--- src/rtl/imem_loader_if.sv ---
// imem_loader_if: byte stream, instruction-memory write port and boot status of the loader
interface imem_loader_if #(parameter int ADDR_W = 8);
    logic              start;
    logic              byte_valid;
    logic [7:0]        byte_data;
    logic              byte_ready;
    logic              imem_we;
    logic [ADDR_W-1:0] imem_addr;
    logic [31:0]       imem_wdata;
    logic              core_rst;
    logic              busy;
    logic              done;
    logic              error;
    modport master (
        output start, byte_valid, byte_data,
        input  byte_ready, imem_we, imem_addr, imem_wdata, core_rst, busy, done, error
    );
    modport slave (
        input  start, byte_valid, byte_data,
        output byte_ready, imem_we, imem_addr, imem_wdata, core_rst, busy, done, error
    );
endinterface

--- src/rtl/imem_loader.sv ---
// imem_loader: loads a checksummed byte-stream image into instruction memory and holds the core in reset until verified
module imem_loader #(
    parameter int ADDR_W = 8
) (
    input logic          clk,
    input logic          rst,
    imem_loader_if.slave bus
);
    typedef enum logic [2:0] {IDLE, HDR_HI, HDR_LO, DATA, WRITE, CHK, DONE, ERR} state_t;
    localparam logic [16:0] MAX_WORDS = 17'd1 << ADDR_W;
    state_t            state_q, state_d;
    logic [15:0]       count_q, count_d;
    logic [15:0]       idx_q, idx_d;
    logic [1:0]        bcnt_q, bcnt_d;
    logic [7:0]        csum_q, csum_d;
    logic [23:0]       sh_q, sh_d;
    logic [ADDR_W-1:0] addr_q, addr_d;
    logic [31:0]       wdata_q, wdata_d;
    logic              ready;
    logic              xfer;
    logic [16:0]       hdr_count;
    assign ready          = state_q inside {HDR_HI, HDR_LO, DATA, CHK};
    assign xfer           = bus.byte_valid & ready;
    assign hdr_count      = {1'b0, count_q[15:8], bus.byte_data};
    assign bus.byte_ready = ready;
    assign bus.imem_we    = state_q == WRITE;
    assign bus.imem_addr  = addr_q;
    assign bus.imem_wdata = wdata_q;
    assign bus.busy       = state_q inside {HDR_HI, HDR_LO, DATA, WRITE, CHK};
    assign bus.done       = state_q == DONE;
    assign bus.error      = state_q == ERR;
    assign bus.core_rst   = state_q != DONE;
    // Next-state and datapath: header capture, word assembly with running XOR, one write cycle per word
    always_comb begin
        state_d = state_q;
        count_d = count_q;
        idx_d   = idx_q;
        bcnt_d  = bcnt_q;
        csum_d  = csum_q;
        sh_d    = sh_q;
        addr_d  = addr_q;
        wdata_d = wdata_q;
        case (state_q)
            IDLE, DONE, ERR: begin
                if (bus.start) begin
                    state_d = HDR_HI;
                    idx_d   = '0;
                    bcnt_d  = '0;
                    csum_d  = '0;
                end
            end
            HDR_HI: begin
                if (xfer) begin
                    count_d[15:8] = bus.byte_data;
                    state_d       = HDR_LO;
                end
            end
            HDR_LO: begin
                if (xfer) begin
                    count_d[7:0] = bus.byte_data;
                    state_d      = hdr_count > MAX_WORDS ? ERR : hdr_count == 17'd0 ? CHK : DATA;
                end
            end
            DATA: begin
                if (xfer) begin
                    sh_d   = {sh_q[15:0], bus.byte_data};
                    csum_d = csum_q ^ bus.byte_data;
                    bcnt_d = bcnt_q + 2'd1;
                    if (bcnt_q == 2'd3) begin
                        state_d = WRITE;
                        addr_d  = idx_q[ADDR_W-1:0];
                        wdata_d = {sh_q, bus.byte_data};
                    end
                end
            end
            WRITE: begin
                idx_d   = idx_q + 16'd1;
                state_d = (idx_q + 16'd1 == count_q) ? CHK : DATA;
            end
            CHK: begin
                if (xfer) state_d = bus.byte_data == csum_q ? DONE : ERR;
            end
            default: state_d = IDLE;
        endcase
    end
    // State and datapath registers; reset returns to IDLE with a cleared write port
    always_ff @(posedge clk or posedge rst) begin
        if (rst) begin
            state_q <= IDLE;
            count_q <= '0;
            idx_q   <= '0;
            bcnt_q  <= '0;
            csum_q  <= '0;
            sh_q    <= '0;
            addr_q  <= '0;
            wdata_q <= '0;
        end else begin
            state_q <= state_d;
            count_q <= count_d;
            idx_q   <= idx_d;
            bcnt_q  <= bcnt_d;
            csum_q  <= csum_d;
            sh_q    <= sh_d;
            addr_q  <= addr_d;
            wdata_q <= wdata_d;
        end
    end
endmodule

--- src/flat_wrapper.sv ---
// flat-port wrapper written by rule: the top's interface ports become plain ports
module imem_loader_flat 
#(
    parameter int ADDR_W = 8
)
  (clk, rst, bus_start, bus_byte_valid, bus_byte_data, bus_byte_ready, bus_imem_we, bus_imem_addr, bus_imem_wdata, bus_core_rst, bus_busy, bus_done, bus_error);
  imem_loader_if #(.ADDR_W(ADDR_W)) bus_i ();
  input logic clk;
  input logic rst;
  input wire logic [$bits(bus_i.start)-1:0] bus_start;
  input wire logic [$bits(bus_i.byte_valid)-1:0] bus_byte_valid;
  input wire logic [$bits(bus_i.byte_data)-1:0] bus_byte_data;
  output wire logic [$bits(bus_i.byte_ready)-1:0] bus_byte_ready;
  output wire logic [$bits(bus_i.imem_we)-1:0] bus_imem_we;
  output wire logic [$bits(bus_i.imem_addr)-1:0] bus_imem_addr;
  output wire logic [$bits(bus_i.imem_wdata)-1:0] bus_imem_wdata;
  output wire logic [$bits(bus_i.core_rst)-1:0] bus_core_rst;
  output wire logic [$bits(bus_i.busy)-1:0] bus_busy;
  output wire logic [$bits(bus_i.done)-1:0] bus_done;
  output wire logic [$bits(bus_i.error)-1:0] bus_error;
  assign bus_i.start = bus_start;
  assign bus_i.byte_valid = bus_byte_valid;
  assign bus_i.byte_data = bus_byte_data;
  assign bus_byte_ready = bus_i.byte_ready;
  assign bus_imem_we = bus_i.imem_we;
  assign bus_imem_addr = bus_i.imem_addr;
  assign bus_imem_wdata = bus_i.imem_wdata;
  assign bus_core_rst = bus_i.core_rst;
  assign bus_busy = bus_i.busy;
  assign bus_done = bus_i.done;
  assign bus_error = bus_i.error;
  imem_loader #(.ADDR_W(ADDR_W)) u_core (.clk(clk), .rst(rst), .bus(bus_i));
endmodule
--- config.mk ---
export PLATFORM = sky130hd
export DESIGN_NAME = imem_loader_flat
export DESIGN_NICKNAME = d
export VERILOG_FILES = /design/src/rtl/imem_loader_if.sv /design/src/rtl/imem_loader.sv /design/src/flat_wrapper.sv
export SDC_FILE = /design/constraint.sdc
export NUM_CORES = 1
export LEC_CHECK = 0
export CELL_PAD_IN_SITES_DETAIL_PLACEMENT = 0
export CELL_PAD_IN_SITES_GLOBAL_PLACEMENT = 1
export CORE_MARGIN = 10
export CORE_UTILIZATION = 44
export CTS_CLUSTER_SIZE = 25
export DETAILED_ROUTE_END_ITERATION = 8
export PLACE_DENSITY = 0.83
export SLEW_MARGIN = 20
export SYNTH_ARGS = -nofsm -noshare
export SYNTH_HDL_FRONTEND = slang
export SYNTH_SLANG_ARGS = --single-unit
--- constraint.sdc ---
create_clock -name clk -period 3.6 [get_ports clk]
set_input_delay 0.36 -clock clk [delete_from_list [all_inputs] [get_ports clk]]
set_output_delay 0.36 -clock clk [all_outputs]
set_load 0.02 [all_outputs]
==> flow_summary.yaml, run 1 <==
global_route:
  grt_antenna_before_repair: 0
  overflow: 0
  grt.met2_usage_pct: 23.5
  globalRouteTotalUtil_pct: 14.9
  grt_util_met1_pct: 19.3
  grt.met3_usage_pct: 4.38
  grt_pass1_wl_mm: 19.9
  grt_start_max_net_pins: 56
  busiest_layer: "met2"
  first_global_vias: 3773
yosys:
  syn_area_um2: 5120
  yosys.area_share.xor_xnor_pct: 4.62
  yosysTopAreaCell: "dfrtp_1"
  synth_area_per_cell_um2: 10.4
  synth-seq-area-share_pct: 53.3
  yosys.cell_types.count: 51
  ys_top_cells_by_area: "dfrtp_1, nand2_1, mux2_1, mux2_2, o21ai_0"
  synth_cells: 492
  netlist.area_leader.share_pct: 53.3
  synth_nets: 506
  muxShareOfSynthArea_pct: 12.9
  synth_adder_area_share_pct: 0.489
  ys_seq_elements: 109
  largest_family_of_logic_cells_by_synthesized_area: "simple AND/OR/NAND/NOR gates"
  area_fraction_in_compound_gates_after_synthesis_pct: 8.94
  synth_edf_count: 0
  synth.yosys.warnings: 0
  async_reset_ff_share_pct: 100
  share_of_synthesized_cell_area_in_and_or_nand_and_nor_gates_pct: 17.1
  synth_top_flop_cell: "dfrtp_1"
placement:
  gpl.final_weighted_congestion: 0.882
  portBuffers: 57
  hpwl_dp_mm: 8.25
floorplan:
  die_h_um: 128
  floorplan.io_pins: 58
  floorplan.die.width_um: 128
  floorplan.die_area_um2: 16400
  core_region_area_um2: 11400
  starting_density_of_the_core_pct: 44.8
  num_rows: 39
cts:
  clkLatencyLatePin_ps: 350
  cts.clk_slew.worst_paths_ps: 80
  postCtsSetupRepairBufs: 0
  cts.path.max_buffers: 2
  ctsRootBufferMaster: "clkbuf_16"
  ctsResizeCount: 0
  post_cts_hold_buffer_count: 0
  cts-buffers-inserted: 9
  tritoncts: "built"
  h-tree-depth: 3
  number_of_sinks_driven_by_the_clock_tree: 109
cells_and_area:
  final_layout_size_suffix_gt1_share_pct: 10.9
  diodes: 0
  final_common_cell: "dfrtp_1"
  multi_input_comb_area_um2: 2250
  fin_nets: 557
  n_fill_cell: 1042
  synthToLayoutAreaGrowth_pct: 19.6
  final_cell_mix: "dfrtp_1, nand2_1, clkdlybuf4s50_1"
  register_area_um2: 2730
timing:
  hold_viol: 0
  setup_viol: 0
  grt_setup_unrepaired: "no"
  worst_clock_skew_ps: 11.4
  final.period_utilization_pct: 67.3
  timing.max_slew.rel_slack_pct: 53.0
  finalCriticalPeriod_ps: 2420
  max_freq_ghz: 0.413
  worst_hold_slack_ps: 471
  max_slew.worst_pin.slew_ps: 703
  slew_viol_final: 0
  fin_tns_setup_ps: 0
setup_path:
  crit_path_max_fanout: 18
  critical_path_required_ps: 3240
  worst_r2r_start: "u_core.idx_q[0]$_DFFE_PP0P_"
  crit_path_kind: "flop to output port"
  crit_start: "u_core.state_q[1]$_DFFE_PP0P_"
  worstSetupEndpointType: "output port"
  worst-endpoint-arrival_ps: 2060
  critical_path.startpoint_type: "flop"
drt:
  drt_first_pass_iters: 5
  avgViaCountPerCell: 5.48
  post_drt_wl_per_cell_um: 17.1
  drt_wl_total_mm: 11.8
  post-route-drc-count: 0
  drt_first_iter_violations: 298
  antenna_left: 0
  via_total_after_detailed_routing: 3785
run:
  max-cap-violations: 0
min_path:
  hold_path_class: "input port to async pin"
power_and_ir_drop:
  cellPowerDensity_nw_per_um2: 673
  leakage_nw: 2.82
  vdd_drop_max_mv: 0.316
outcome:
  outcome: "finished, final reports clean"
## metrics by stage
step	total power, W	instance area [µm²]	utilization [%]	worst slack (ps)	cells
floorplan	0.00269	5120	-	366	492
global placement	0.00313	5820	51.0	1090	675
detailed placement	0.00316	5820	51.0	1050	675
CTS	0.00417	6120	53.6	1170	691
global route	0.00440	6120	53.6	1010	691
finish	0.00412	6120	53.6	1180	691
## sequential cells by signal, indices dropped and copies added (netlist names)
name / flops
u_core.bus.imem_wdata: 32
u_core.bus.imem_addr: 8
u_core.idx_q: 16
u_core.csum_q: 8
u_core.sh_q: 24
u_core.count_q: 16
u_core.state_q: 3
u_core.bcnt_q: 2
## cells by family after synthesis
logic type / Yosys count
and+or+nand+nor: 187
DFF: 109
AOI/OAI and AO/OA: 78
muxes: 59
buffers and inverters: 30
adders and majority gates: 2
xor gates and xnor gates: 27
## critical path, stage by stage (launching register included)
cell             delay, ps
dfrtp_1                550
nor2_1                 240
nand2_1                180
inv_1                  120
clkdlybuf4s50_1        620
## power by group
group	switching (W)	internal (W)
registers	0.000314	0.00155
clock network	0.000469	0.000522
logic	0.000672	0.000597
total	0.00146	0.00267
## routing by layer
metal | up-vias | share of wire, %
met5 | - | 0
met4 | 0 | 1.8
met3 | 14 | 5.3
met2 | 82 | 48
met1 | 1882 | 45
li1 | 1807 | -
## final cells by class
type	instances	share of cell area (%)
clock buffer	11	4.13
clock inverter	5	0.756
inverter	6	0.409
multi-input combinational	353	36.8
sequential	109	44.6
tap	143	2.92
timing repair buffer	64	10.4
## cells in the mapped netlist (2+ instances only)
cell type / number
ha_1: 2
nor4_1: 3
a22oi_1: 2
inv_1: 5
nor2b_1: 5
nand4_1: 6
nor3_1: 6
xor2_1: 10
mux2i_1: 4
o211ai_1: 2
clkbuf_1: 9
o21ai_1: 3
a21oi_1: 7
o21ai_0: 39
mux2_1: 28
nand3b_1: 4
o31ai_1: 7
mux2_2: 27
nor2_1: 35
buf_2: 10
nand2_1: 98
a21o_1: 2
o22ai_1: 5
dfrtp_1: 109
and3_1: 5
nor4_2: 3
buf_1: 2
xnor2_1: 17
a31oi_1: 4
buf_4: 2
a22o_1: 2
nand3_1: 10
## worst paths after layout
check / end / slack [ps] / cells past startpoint
worst max register to register: u_core.state_q[1]$_DFFE_PP0P_ / 1240 / 7
worst min-delay path: u_core.bus.imem_wdata[0]$_DFFE_PP0P_ / 470 / 2
worst max-delay path: bus_imem_we / 1180 / 4
worst min register to register: u_core.sh_q[16]$_DFFE_PP0P_ / 470 / 2
max in group asynchronous: u_core.bus.imem_wdata[10]$_DFFE_PP0P_ / 2400 / 3
min in group clk: u_core.sh_q[16]$_DFFE_PP0P_ / 470 / 2
Power figures use the tool's default switching activity.
==> run 2, diff against run 1 <==
Clock period 3.6 ns to 2.4 ns, I/O delays scaled along.
==> run 2 against run 1 <==
Via count up 2.4%. Sequential power grew 48%. Total power rose by 51%. Setup slack got worse by 1100 ps. Clock-buffer cell count fell by 2. Clock power is 48% higher.
==> flow_summary.yaml, run 2 (synthesis results as in run 1) <==
drt:
  via_total_after_detailed_routing: 3876
  post-route-drc-count: 0
  drt_wl_total_mm: 11.9
  drt_first_pass_iters: 4
  avgViaCountPerCell: 5.51
  antenna_left: 0
  post_drt_wl_per_cell_um: 16.8
  drt_first_iter_violations: 303
cells_and_area:
  utilization_after_layout_pct: 54.7
  register_area_um2: 2730
  largest_register_ff_count: 32
  multi_input_comb_area_um2: 2260
  final_layout_size_suffix_gt1_share_pct: 13.5
  final_cell_count_no_fill: 704
  synthToLayoutAreaGrowth_pct: 21.9
  fin_nets: 570
  n_fill_cell: 1027
  final_cell_mix: "dfrtp_1, nand2_1, clkdlybuf4s50_1"
  diodes: 0
  final_common_cell: "dfrtp_1"
global_route:
  grt_pass1_wl_mm: 19.7
  grt_antenna_before_repair: 0
  overflow: 0
  grt_start_max_net_pins: 110
  first_global_vias: 3834
  globalRouteTotalUtil_pct: 14.7
timing:
  hold_viol: 0
  finalCriticalPeriod_ps: 2320
  final.period_utilization_pct: 96.7
  max_slew.worst_pin.slew_ps: 667
  slew_viol_final: 0
  fin_ws_ps: 79.1
  worst_clock_skew_ps: 14.4
  fin_tns_setup_ps: 0
  max_freq_ghz: 0.431
  setup_viol: 0
  timing.max_slew.rel_slack_pct: 55.5
setup_path:
  worstSetupEndpointType: "output port"
  critical-path-top-delay-family: "buffers and inverters"
  critPathBufInv: 2
  worst_r2r_start: "u_core.idx_q[1]$_DFFE_PP0P_"
  worst_r2r_path_depth: 7
  critPathSlowestCell: "clkdlybuf4s50_1"
  worst_path_cell_trace: "nor2_1, nand2_1, inv_2, clkdlybuf4s50_1"
  critical_path.reg2reg.endpoint: "u_core.state_q[1]$_DFFE_PP0P_"
  crit_path_kind: "flop to output port"
  reg_to_reg_setup_timing_slack_ps: 160
  critical_path_required_ps: 2160
  worst-endpoint-arrival_ps: 2080
  crit_path_max_fanout: 8
  critical_path.startpoint_type: "flop"
  cp_slowest_stage_delay_ps: 650
power_and_ir_drop:
  internal_power_w: 0.00398
  power.sequential.fraction_pct: 44.3
  vdd_drop_max_mv: 0.658
  clock_power_share_pct: 23.8
  cellPowerDensity_nw_per_um2: 994
  leakage_nw: 2.88
  switching_share_pct: 35.8
  comb_power_share_pct: 32.0
  netSwitchingPower_w: 0.00222
floorplan:
  floorplan.die.width_um: 128
  floorplan.io_pins: 58
  floorplan.die_area_um2: 16400
  core_region_area_um2: 11400
  starting_density_of_the_core_pct: 44.8
  num_rows: 39
  die_h_um: 128
cts:
  postCtsSetupRepairBufs: 0
  ctsRootBufferMaster: "clkbuf_16"
  h-tree-depth: 3
  post_cts_hold_buffer_count: 0
  tritoncts: "built"
  cts.clk_slew.worst_paths_ps: 80
  cts-buffers-inserted: 9
  cts.path.max_buffers: 2
  number_of_sinks_driven_by_the_clock_tree: 109
  clkLatencyLatePin_ps: 350
placement:
  gpl.final_weighted_congestion: 0.897
  numPlacedInstances: 688
  dpl_worst_slack_ps: 134
  portBuffers: 57
  hpwl_dp_mm: 8.31
min_path:
  hold_path_class: "input port to async pin"
outcome:
  outcome: "finished, final reports clean"
run:
  max-cap-violations: 0
-- run 2: metrics by stage --
stage | total power [W] | hold WS [ps] | instance area, µm²
floorplan | 0.00404 | 358 | 5120
global placement | 0.00471 | 453 | 5930
CTS | 0.00628 | 433 | 6240
detailed placement | 0.00477 | 458 | 5930
finish | 0.00620 | 408 | 6240
global route | 0.00660 | 453 | 6240
-- run 2: area by class of cell --
type                    count  area share [%]
clock buffers               9            3.61
well taps                 143            2.87
clock inverters             7            1.24
multi-input cells         353            36.2
flip-flops and latches    109            43.7
inverters                   6           0.421
repair buffers             77            11.9
-- run 2: worst max path at each step --
stage	startpoint	to	slack (ps)	depth (start not counted)
2_1_floorplan	u_core.idx_q[0]$_DFFE_PP0P_	u_core.state_q[1]$_DFFE_PP0P_	310	8
3_5_place_dp	u_core.state_q[2]$_DFFE_PP0P_	u_core.idx_q[4]$_DFFE_PP0P_	130	6
6_report	u_core.state_q[0]$_DFFE_PP0P_	bus_imem_we	80	4
5_1_grt	u_core.state_q[0]$_DFFE_PP0P_	bus_imem_we	-20	4
4_1_cts	u_core.state_q[0]$_DFFE_PP0P_	bus_imem_we	110	4
3_3_place_gp	u_core.idx_q[1]$_DFFE_PP0P_	u_core.state_q[1]$_DFFE_PP0P_	180	7
-- run 2: what timing repair did --
item,4_1_cts,5_1_grt
gates cloned,0,0
resized for setup,1,2
setup endpoints to repair,1,10
hold endpoints to repair,0,0
-- run 2: per-layer routing --
metal	part of all wire, %	wire (µm)	vias to the layer above	track usage (%)
met5	0	0	-	0
met4	1.6	193	0	4.11
met3	5.7	674	18	4.51
met2	50	5910	86	24.7
met1	43	5080	1935	17.9
li1	-	-	1837	-
-- run 2: tightest hold or removal path: stages --
cell and delay (ps):
clkdlybuf4s50_1 440, clkinvlp_4 90, buf_12 440
-- run 2: power by group through the flow --
| stage | combinational (W) | sequential [W] | clock [W] |
|---|---|---|---|
| after global routing | 0.00220 | 0.00282 | 0.00157 |
| after detailed placement | 0.00200 | 0.00278 | 0 |
| final | 0.00198 | 0.00275 | 0.00147 |
| after floorplan | 0.00129 | 0.00275 | 0 |
| after global placement | 0.00195 | 0.00276 | 0 |
| after CTS | 0.00201 | 0.00275 | 0.00152 |
==> run 3, diff against run 2 <==
Settings changed: CORE_UTILIZATION 44 to 25, PLACE_DENSITY 0.83 to 0.54, SKIP_CTS_REPAIR_TIMING set to 1.
==> run 3 against run 2 <==
Global-route usage decreased by 4.2 points. Highest routed layer unchanged. Setup slack improved by 140 ps. Via count decreased by 2.1%. Sequential power about the same. Core utilization decreased by 23 points. Non-clock buffer count increased by 5. Critical path type is now flop to flop. Final cell count increased by 19%. Final area increased by 3.4%. Combinational power about the same. Register-to-register slack improved by 60 ps. Total power increased by 1.3%.
==> flow_summary.yaml, run 3 (synthesis results as in run 1) <==
cells_and_area:
  final_cell_mix: "dfrtp_1, nand2_1, clkdlybuf4s50_1"
  final_layout_size_suffix_gt1_share_pct: 13.8
  synthToLayoutAreaGrowth_pct: 26.0
  fin_nets: 575
  final_common_cell: "dfrtp_1"
  largest_register_ff_count: 32
setup_path:
  reg_to_reg_setup_timing_slack_ps: 220
  worst_path_cell_trace: "ha_1, nand3_2, nor4b_1, or4_1, a22oi_1, nand4_1, o31a_1"
  cp_slowest_stage_delay_ps: 500
  worst-endpoint-arrival_ps: 2420
  crit_path_kind: "flop to flop"
  critPathSlowestCell: "or4_1"
  critical-path-top-delay-family: "simple AND/OR/NAND/NOR gates"
  critical_path_required_ps: 2650
  critPathBufInv: 0
  crit_path_max_fanout: 8
  critical_path.startpoint_type: "flop"
  worstSetupEndpointType: "flop"
cts:
  cts.path.max_buffers: 2
  ctsRootBufferMaster: "clkbuf_16"
  cts.clk_slew.worst_paths_ps: 80
  number_of_sinks_driven_by_the_clock_tree: 109
  clkLatencyLatePin_ps: 360
  h-tree-depth: 3
  tritoncts: "built"
  cts-buffers-inserted: 9
floorplan:
  floorplan.die_area_um2: 26600
  num_rows: 52
  core_region_area_um2: 20200
  die_h_um: 163
  starting_density_of_the_core_pct: 25.4
  floorplan.io_pins: 58
  floorplan.die.width_um: 163
timing:
  worst_clock_skew_ps: 8.10
  final.period_utilization_pct: 90.7
  slew_viol_final: 0
  hold_viol: 0
  grt_setup_unrepaired: "no"
  fin_tns_setup_ps: 0
  finalCriticalPeriod_ps: 2180
  setup_viol: 0
  max_slew.worst_pin.slew_ps: 683
  timing.max_slew.rel_slack_pct: 54.4
  max_freq_ghz: 0.460
drt:
  met2WireLength_mm: 6.31
  highest_layer: "met4"
  avgViaCountPerCell: 4.53
  post-route-drc-count: 0
  post_drt_wl_per_cell_um: 16.1
  drt_wl_total_mm: 13.5
  drt_first_iter_violations: 201
  antenna_left: 0
  drt_first_pass_iters: 5
  via_total_after_detailed_routing: 3793
  routedLengthMet1_mm: 6.12
  dr_wl_met3_um: 770
power_and_ir_drop:
  cellPowerDensity_nw_per_um2: 974
  clock_power_share_pct: 24.4
  vdd_drop_max_mv: 0.376
  leakage_nw: 2.93
  internal_power_w: 0.00408
  comb_power_share_pct: 31.9
  switching_share_pct: 35.1
  netSwitchingPower_w: 0.00220
  total_power_w: 0.00628
  power.sequential.fraction_pct: 43.7
global_route:
  first_global_vias: 4063
  grt_antenna_before_repair: 1
  grt_start_max_net_pins: 47
  grt_pass1_wl_mm: 22.3
  globalRouteTotalUtil_pct: 10.5
  overflow: 0
placement:
  portBuffers: 57
  hpwl_dp_mm: 9.66
  gpl.final_weighted_congestion: 0.816
min_path:
  hold_path_class: "input port to async pin"
outcome:
  outcome: "finished, final reports clean"
run:
  max-cap-violations: 0
run 3: cell type report:
type	instances	area, µm²
fillers	2099	13700
flip-flops and latches	109	2730
multi-input cells	353	2260
repair buffers	82	798
well taps	270	338
clock buffers	11	233
clock inverters	5	67.6
inverters	6	26.3
diodes	1	2.50
run 3: worst register-to-register path, stage by stage (launching register included):
cell	delay, ps
dfrtp_1	380
ha_1	270
nand3_2	200
nor4b_1	80
or4_1	500
a22oi_1	190
nand4_1	180
o31a_1	270
run 3: worst paths after layout:
path,startpoint,end,cells after the start
worst min register to register,u_core.sh_q[22]$_DFFE_PP0P_,u_core.sh_q[22]$_DFFE_PP0P_,2
worst min-delay path,rst,u_core.csum_q[0]$_DFFE_PP0P_,2
max in group asynchronous,rst,u_core.bus.imem_wdata[7]$_DFFE_PP0P_,3
min in group clk,u_core.sh_q[22]$_DFFE_PP0P_,u_core.sh_q[22]$_DFFE_PP0P_,2
worst max-delay path,u_core.idx_q[0]$_DFFE_PP0P_,u_core.state_q[1]$_DFFE_PP0P_,7
worst max register to register,u_core.idx_q[0]$_DFFE_PP0P_,u_core.state_q[1]$_DFFE_PP0P_,7
run 3: metrics by stage:
stage | cells | instance area, µm² | util, % | hold WS (ps) | setup slack [ps]
2_1_floorplan | 492 | 5120 | - | 358 | 306
3_3_place_gp | 820 | 6140 | 30.5 | 459 | 166
3_5_place_dp | 820 | 6140 | 30.5 | 460 | 171
4_1_cts | 836 | 6440 | 32.0 | 343 | 18.1
5_1_grt | 836 | 6450 | 32.0 | 384 | 16.6
6_report | 837 | 6450 | 32.0 | 322 | 224
run 3: power by group through the flow:
stage | sequential, W | combinational, W | clock (W)
6_report | 0.00275 | 0.00200 | 0.00154
5_1_grt | 0.00283 | 0.00225 | 0.00167
4_1_cts | 0.00276 | 0.00205 | 0.00160
3_5_place_dp | 0.00279 | 0.00204 | 0
3_3_place_gp | 0.00278 | 0.00202 | 0
2_1_floorplan | 0.00275 | 0.00129 | 0
run 3: per-layer routing:
layer | track usage, % | up-vias
met3 | 3.32 | 17
met4 | 4.47 | 0
met2 | 16.7 | 70
met5 | 0 | -
li1 | - | 1846
met1 | 12.8 | 1860
==> RTL change 1: new RTL, settings of run 2 <==
`ADDR_W` is set to 8 in 3 places; all go to 10.
--- a/src/rtl/imem_loader_if.sv
+++ b/src/rtl/imem_loader_if.sv
@@ -1,3 +1,3 @@
 // imem_loader_if: byte stream, instruction-memory write port and boot status of the loader
-interface imem_loader_if #(parameter int ADDR_W = 8);
+interface imem_loader_if #(parameter int ADDR_W = 10);
     logic              start;
--- a/src/rtl/imem_loader.sv
+++ b/src/rtl/imem_loader.sv
@@ -2,3 +2,3 @@
 module imem_loader #(
-    parameter int ADDR_W = 8
+    parameter int ADDR_W = 10
 ) (
--- a/src/flat_wrapper.sv
+++ b/src/flat_wrapper.sv
@@ -3,3 +3,3 @@
 #(
-    parameter int ADDR_W = 8
+    parameter int ADDR_W = 10
 )
Interface: changed (resized bus_imem_addr); port bits go from 58 to 60. No check against the original RTL was run, so the function may have changed too.
==> RTL change 1 against run 2 <==
- area after synthesis up 1.2%
- sequential power is 2% higher
- routed wire length grew 5.4%
- cell count increased by 2.1%
- final area is 3.2% higher
- setup slack lost 0.0041 ns
- sequential cell count rose by 2
- fmax is 0.18% lower
- utilization rose by 1.5 points
- critical path depth is 3 higher
- combinational power rose by 7%
- count of clock-buffer cells in the layout increased by 1
- power increased by 4.5%
- critical path type is now reg -> reg
- largest cell class unchanged
- highest routed layer unchanged
==> RTL change 1: results <==
[outcome]
status = completed

[setup_path]
path_delay_family = simple AND/OR/NAND/NOR gates
critPathMaxStageDelay_ns = 0.57
crit_path_max_fanout = 7
cp.arrival_ns = 2.57
cp_slowest_cell = or4_4

[grt]
grt_pass1_wl_microns = 21000
met1_usage_pct = 18.1
met3_usage_pct = 5.34
grt_max_degree = 112

[detailed_routing]
wl_met2_microns = 6370
vias = 3930
met1Wirelength_microns = 5310
vias_per_cell = 5.47

[placed_design]
place_area_sq_um = 6090
place.gp.congestion = 0.878
place_hpwl_microns = 8840

[sta]
fin_skew_ns = 0.0105
slew-limit-headroom_pct = 56.4

[synthesis]
synthCells = 489
synth_cell_types = 50
synth_commonest_cells = dfrtp_1 (111), nand2_1 (97), mux2_2 (56), o21ai_0 (41), nor2_1 (27)
synth-seq-area-share_pct = 53.6
synth_nets = 503

[final_layout]
drive_above_1_share_pct = 21.5
nets = 585

[pwr]
leakagePower_uw = 0.00299
vdd_ir_drop_max_v = 0.000623
## RTL change 1: layout make-up
type,count,area (sq um)
tap,143,179
timing repair buffer,96,885
clock buffer,10,239
clock inverter,6,73.8
sequential,111,2780
multi-input combinational,343,2240
fill,997,5030
inverter,10,45.0
## RTL change 1: cell families after synthesis
| group | after synthesis | synth area share (%) |
|---|---|---|
| adder cells (fa/ha/maj) | 2 | 0.483 |
| AND/OR/NAND/NOR | 177 | 15.8 |
| XOR/XNOR | 27 | 4.71 |
| multiplexers | 57 | 12.4 |
| flip-flops | 111 | 53.6 |
| buffers and inverters | 35 | 3.65 |
| AO/OA/AOI/OAI | 80 | 9.44 |
## RTL change 1: tightest hold or removal path: stages
cell and delay, ns:
clkdlybuf4s50_1 0.44, clkinvlp_4 0.09, buf_12 0.44
## RTL change 1: final timing paths
path                                                             to  slack, ns                   startpoint
worst min register to register          u_core.sh_q[20]$_DFFE_PP0P_       0.48  u_core.sh_q[20]$_DFFE_PP0P_
worst max register to register        u_core.state_q[1]$_DFFE_PP0P_       0.08  u_core.idx_q[0]$_DFFE_PP0P_
max in group asynchronous              u_core.idx_q[13]$_DFFE_PP0P_       1.57                          rst
min in group clk                        u_core.sh_q[20]$_DFFE_PP0P_       0.48  u_core.sh_q[20]$_DFFE_PP0P_
worst max-delay path                  u_core.state_q[1]$_DFFE_PP0P_       0.08  u_core.idx_q[0]$_DFFE_PP0P_
worst min-delay path            u_core.bus.imem_addr[2]$_DFFE_PP0P_       0.39                          rst
## RTL change 1: where the power goes
group | total, uW | internal (uW) | switching [uW]
sequential | 2800 | 2360 | 431
combinational | 2120 | 1010 | 1110
clock | 1570 | 855 | 715
total | 6490 | 4230 | 2250
==> RTL change 2: new RTL, settings of run 2 <==
Made on the original files. Take the reset off `csum_q`, `sh_q`, `addr_q` and `wdata_q` and load them in a clocked block of their own.
--- a/src/rtl/imem_loader.sv
+++ b/src/rtl/imem_loader.sv
@@ -92,6 +92,2 @@
             bcnt_q  <= '0;
-            csum_q  <= '0;
-            sh_q    <= '0;
-            addr_q  <= '0;
-            wdata_q <= '0;
         end else begin
@@ -101,7 +97,10 @@
             bcnt_q  <= bcnt_d;
-            csum_q  <= csum_d;
-            sh_q    <= sh_d;
-            addr_q  <= addr_d;
-            wdata_q <= wdata_d;
         end
+    end
+
+    always_ff @(posedge clk) begin
+        csum_q  <= csum_d;
+        sh_q    <= sh_d;
+        addr_q  <= addr_d;
+        wdata_q <= wdata_d;
     end
Check against the original RTL: differs if rst is asserted again (counterexample within 10 cycles, from zero or initial values and one cycle with rst high); with rst held inactive, the same outputs for 10 cycles.
==> RTL change 2 against run 2 <==
- global-route usage shrank 1.5 points
- largest power group unchanged
- final area shrank 8.2%
- fmax grew 0.53%
- setup slack gained 0.012 ns
- non-clock buffer count grew 7
- area after synthesis shrank 10%
- register-to-register slack lost 0.07 ns
- power shrank 15%
- die area shrank 8.5%
- routed wire length shrank 18%
- sequential cell count is the same
- cell count shrank 19%
==> RTL change 2: results <==
[synthesis]
synth_xor_area_share_pct = 6.08
synthCells = 347
synth_edf_count = 72
synth_cell_types = 53
muxShareOfSynthArea_pct = 3.88
synth-seq-area-share_pct = 67.0
synth_ff_type = edfxtp_1
synth_commonest_cells = edfxtp_1 (72), dfrtp_1 (37), nor2_1 (30), o21ai_0 (29), nand2_1 (25)
synth.area.top_cells = edfxtp_1 (47%), dfrtp_1 (20%), xnor2_1 (3.8%)
synth_fa_ha_area_share_pct = 0.760
async_flop_share_pct = 33.9
synth_compound_area_share_pct = 8.58
synth_nets = 361

[clock_network]
cts-root-buf = clkbuf_8
post_cts_buffers = 0
numCtsBuffers = 9
clk_pin_slew_ns = 0.12
insertion_delay_ns = 0.38

[pwr]
switching_share_pct = 33.5
leakagePower_uw = 0.00210
vdd_ir_drop_max_v = 0.000599

[placed_design]
dp_cells = 551
place.gp.congestion = 0.844
post-place-ws_ns = 0.0506
port-buffer-count = 57
place_hpwl_microns = 6990
place_area_sq_um = 5520

[setup_path]
cp.arrival_ns = 2.58
regToRegEndpoint = u_core.state_q[1]$_DFFE_PP0P_
crit_path_max_fanout = 6
rr_worst_depth = 7
rrSetupSlack_ns = 0.09

[detailed_routing]
wl_per_cell_microns = 17.2
drtIter0Drc = 225
wl_microns = 9730
vias_per_cell = 5.29

[sta]
holdWs_ns = 0.295
fin_skew_ns = 0.0150
min_period_ns = 2.31
slew-limit-headroom_pct = 59.5

[final_layout]
nets = 440
n_fill_cell = 860
drive_above_1_share_pct = 17.4

[grt]
grt_pass1_vias = 3035
grt_pass1_wl_microns = 15600
grt_max_degree = 41
grt_usage_pct = 13.2

[outcome]
status = completed

[min_path]
hp-class = in -> async
## RTL change 2: worst max-delay path, stage by stage (launching register included)
cell	delay, ns
dfrtp_2	0.40
ha_4	0.18
nand3_4	0.08
or3_4	0.39
xnor2_1	0.14
a311o_1	0.32
or4b_1	0.51
o22a_1	0.18
## RTL change 2: final cells by class
cell class / instances / area [sq um] / area share (%)
flip-flops and latches: 109 / 3090 / 54.0
multi-input cells: 213 / 1440 / 25.1
repair buffers: 84 / 786 / 13.7
well taps: 136 / 170 / 2.97
clock buffers: 9 / 124 / 2.16
clock inverters: 7 / 83.8 / 1.46
inverters: 9 / 33.8 / 0.590
## RTL change 2: worst max-delay path by stage
stage / startpoint / endpoint / slack (ns) / cells after the start
2_1_floorplan: u_core.idx_q[0]$_DFFE_PP0P_ / u_core.state_q[1]$_DFFE_PP0P_ / 0.09 / 7
3_3_place_gp: bus_byte_data[7] / u_core.state_q[1]$_DFFE_PP0P_ / 0.02 / 7
3_5_place_dp: bus_byte_data[7] / u_core.state_q[1]$_DFFE_PP0P_ / 0.05 / 7
4_1_cts: u_core.idx_q[1]$_DFFE_PP0P_ / u_core.state_q[1]$_DFFE_PP0P_ / 0.08 / 7
5_1_grt: u_core.idx_q[0]$_DFFE_PP0P_ / u_core.state_q[1]$_DFFE_PP0P_ / 0.005 / 7
6_report: u_core.idx_q[1]$_DFFE_PP0P_ / u_core.state_q[1]$_DFFE_PP0P_ / 0.09 / 7
## RTL change 2: per-layer routing
layer	part of all wire, %	up-vias	GRT usage (%)
met4	1.3	0	4.64
li1	-	1435	-
met3	6.3	9	2.85
met1	44	1488	17.2
met5	0	-	0
met2	48	70	21.5
## RTL change 2: power groups by stage
| stage | logic (uW) | registers [uW] | clock network, uW |
|---|---|---|---|
| finish | 1450 | 2720 | 1120 |
| global route | 1610 | 2770 | 1220 |
| CTS | 1460 | 2720 | 1150 |
| detailed placement | 1450 | 2760 | 0 |
| global placement | 1420 | 2740 | 0 |
| floorplan | 1050 | 2650 | 0 |
## RTL change 2: what timing repair did
item / CTS / global route
setup endpoints to repair: 0 / 2
gates resized for setup: 0 / 1
hold buffers: 0 / 0
## RTL change 2: logic make-up (layout without fill, tap and decap cells)
logic type,count (synthesis),count (layout)
muxes,16,16
xor gates and xnor gates,32,32
and+or+nand+nor,97,97
buffers and inverters,25,109
DFF,109,109
adders and majority gates,3,3
AOI/OAI and AO/OA,65,65
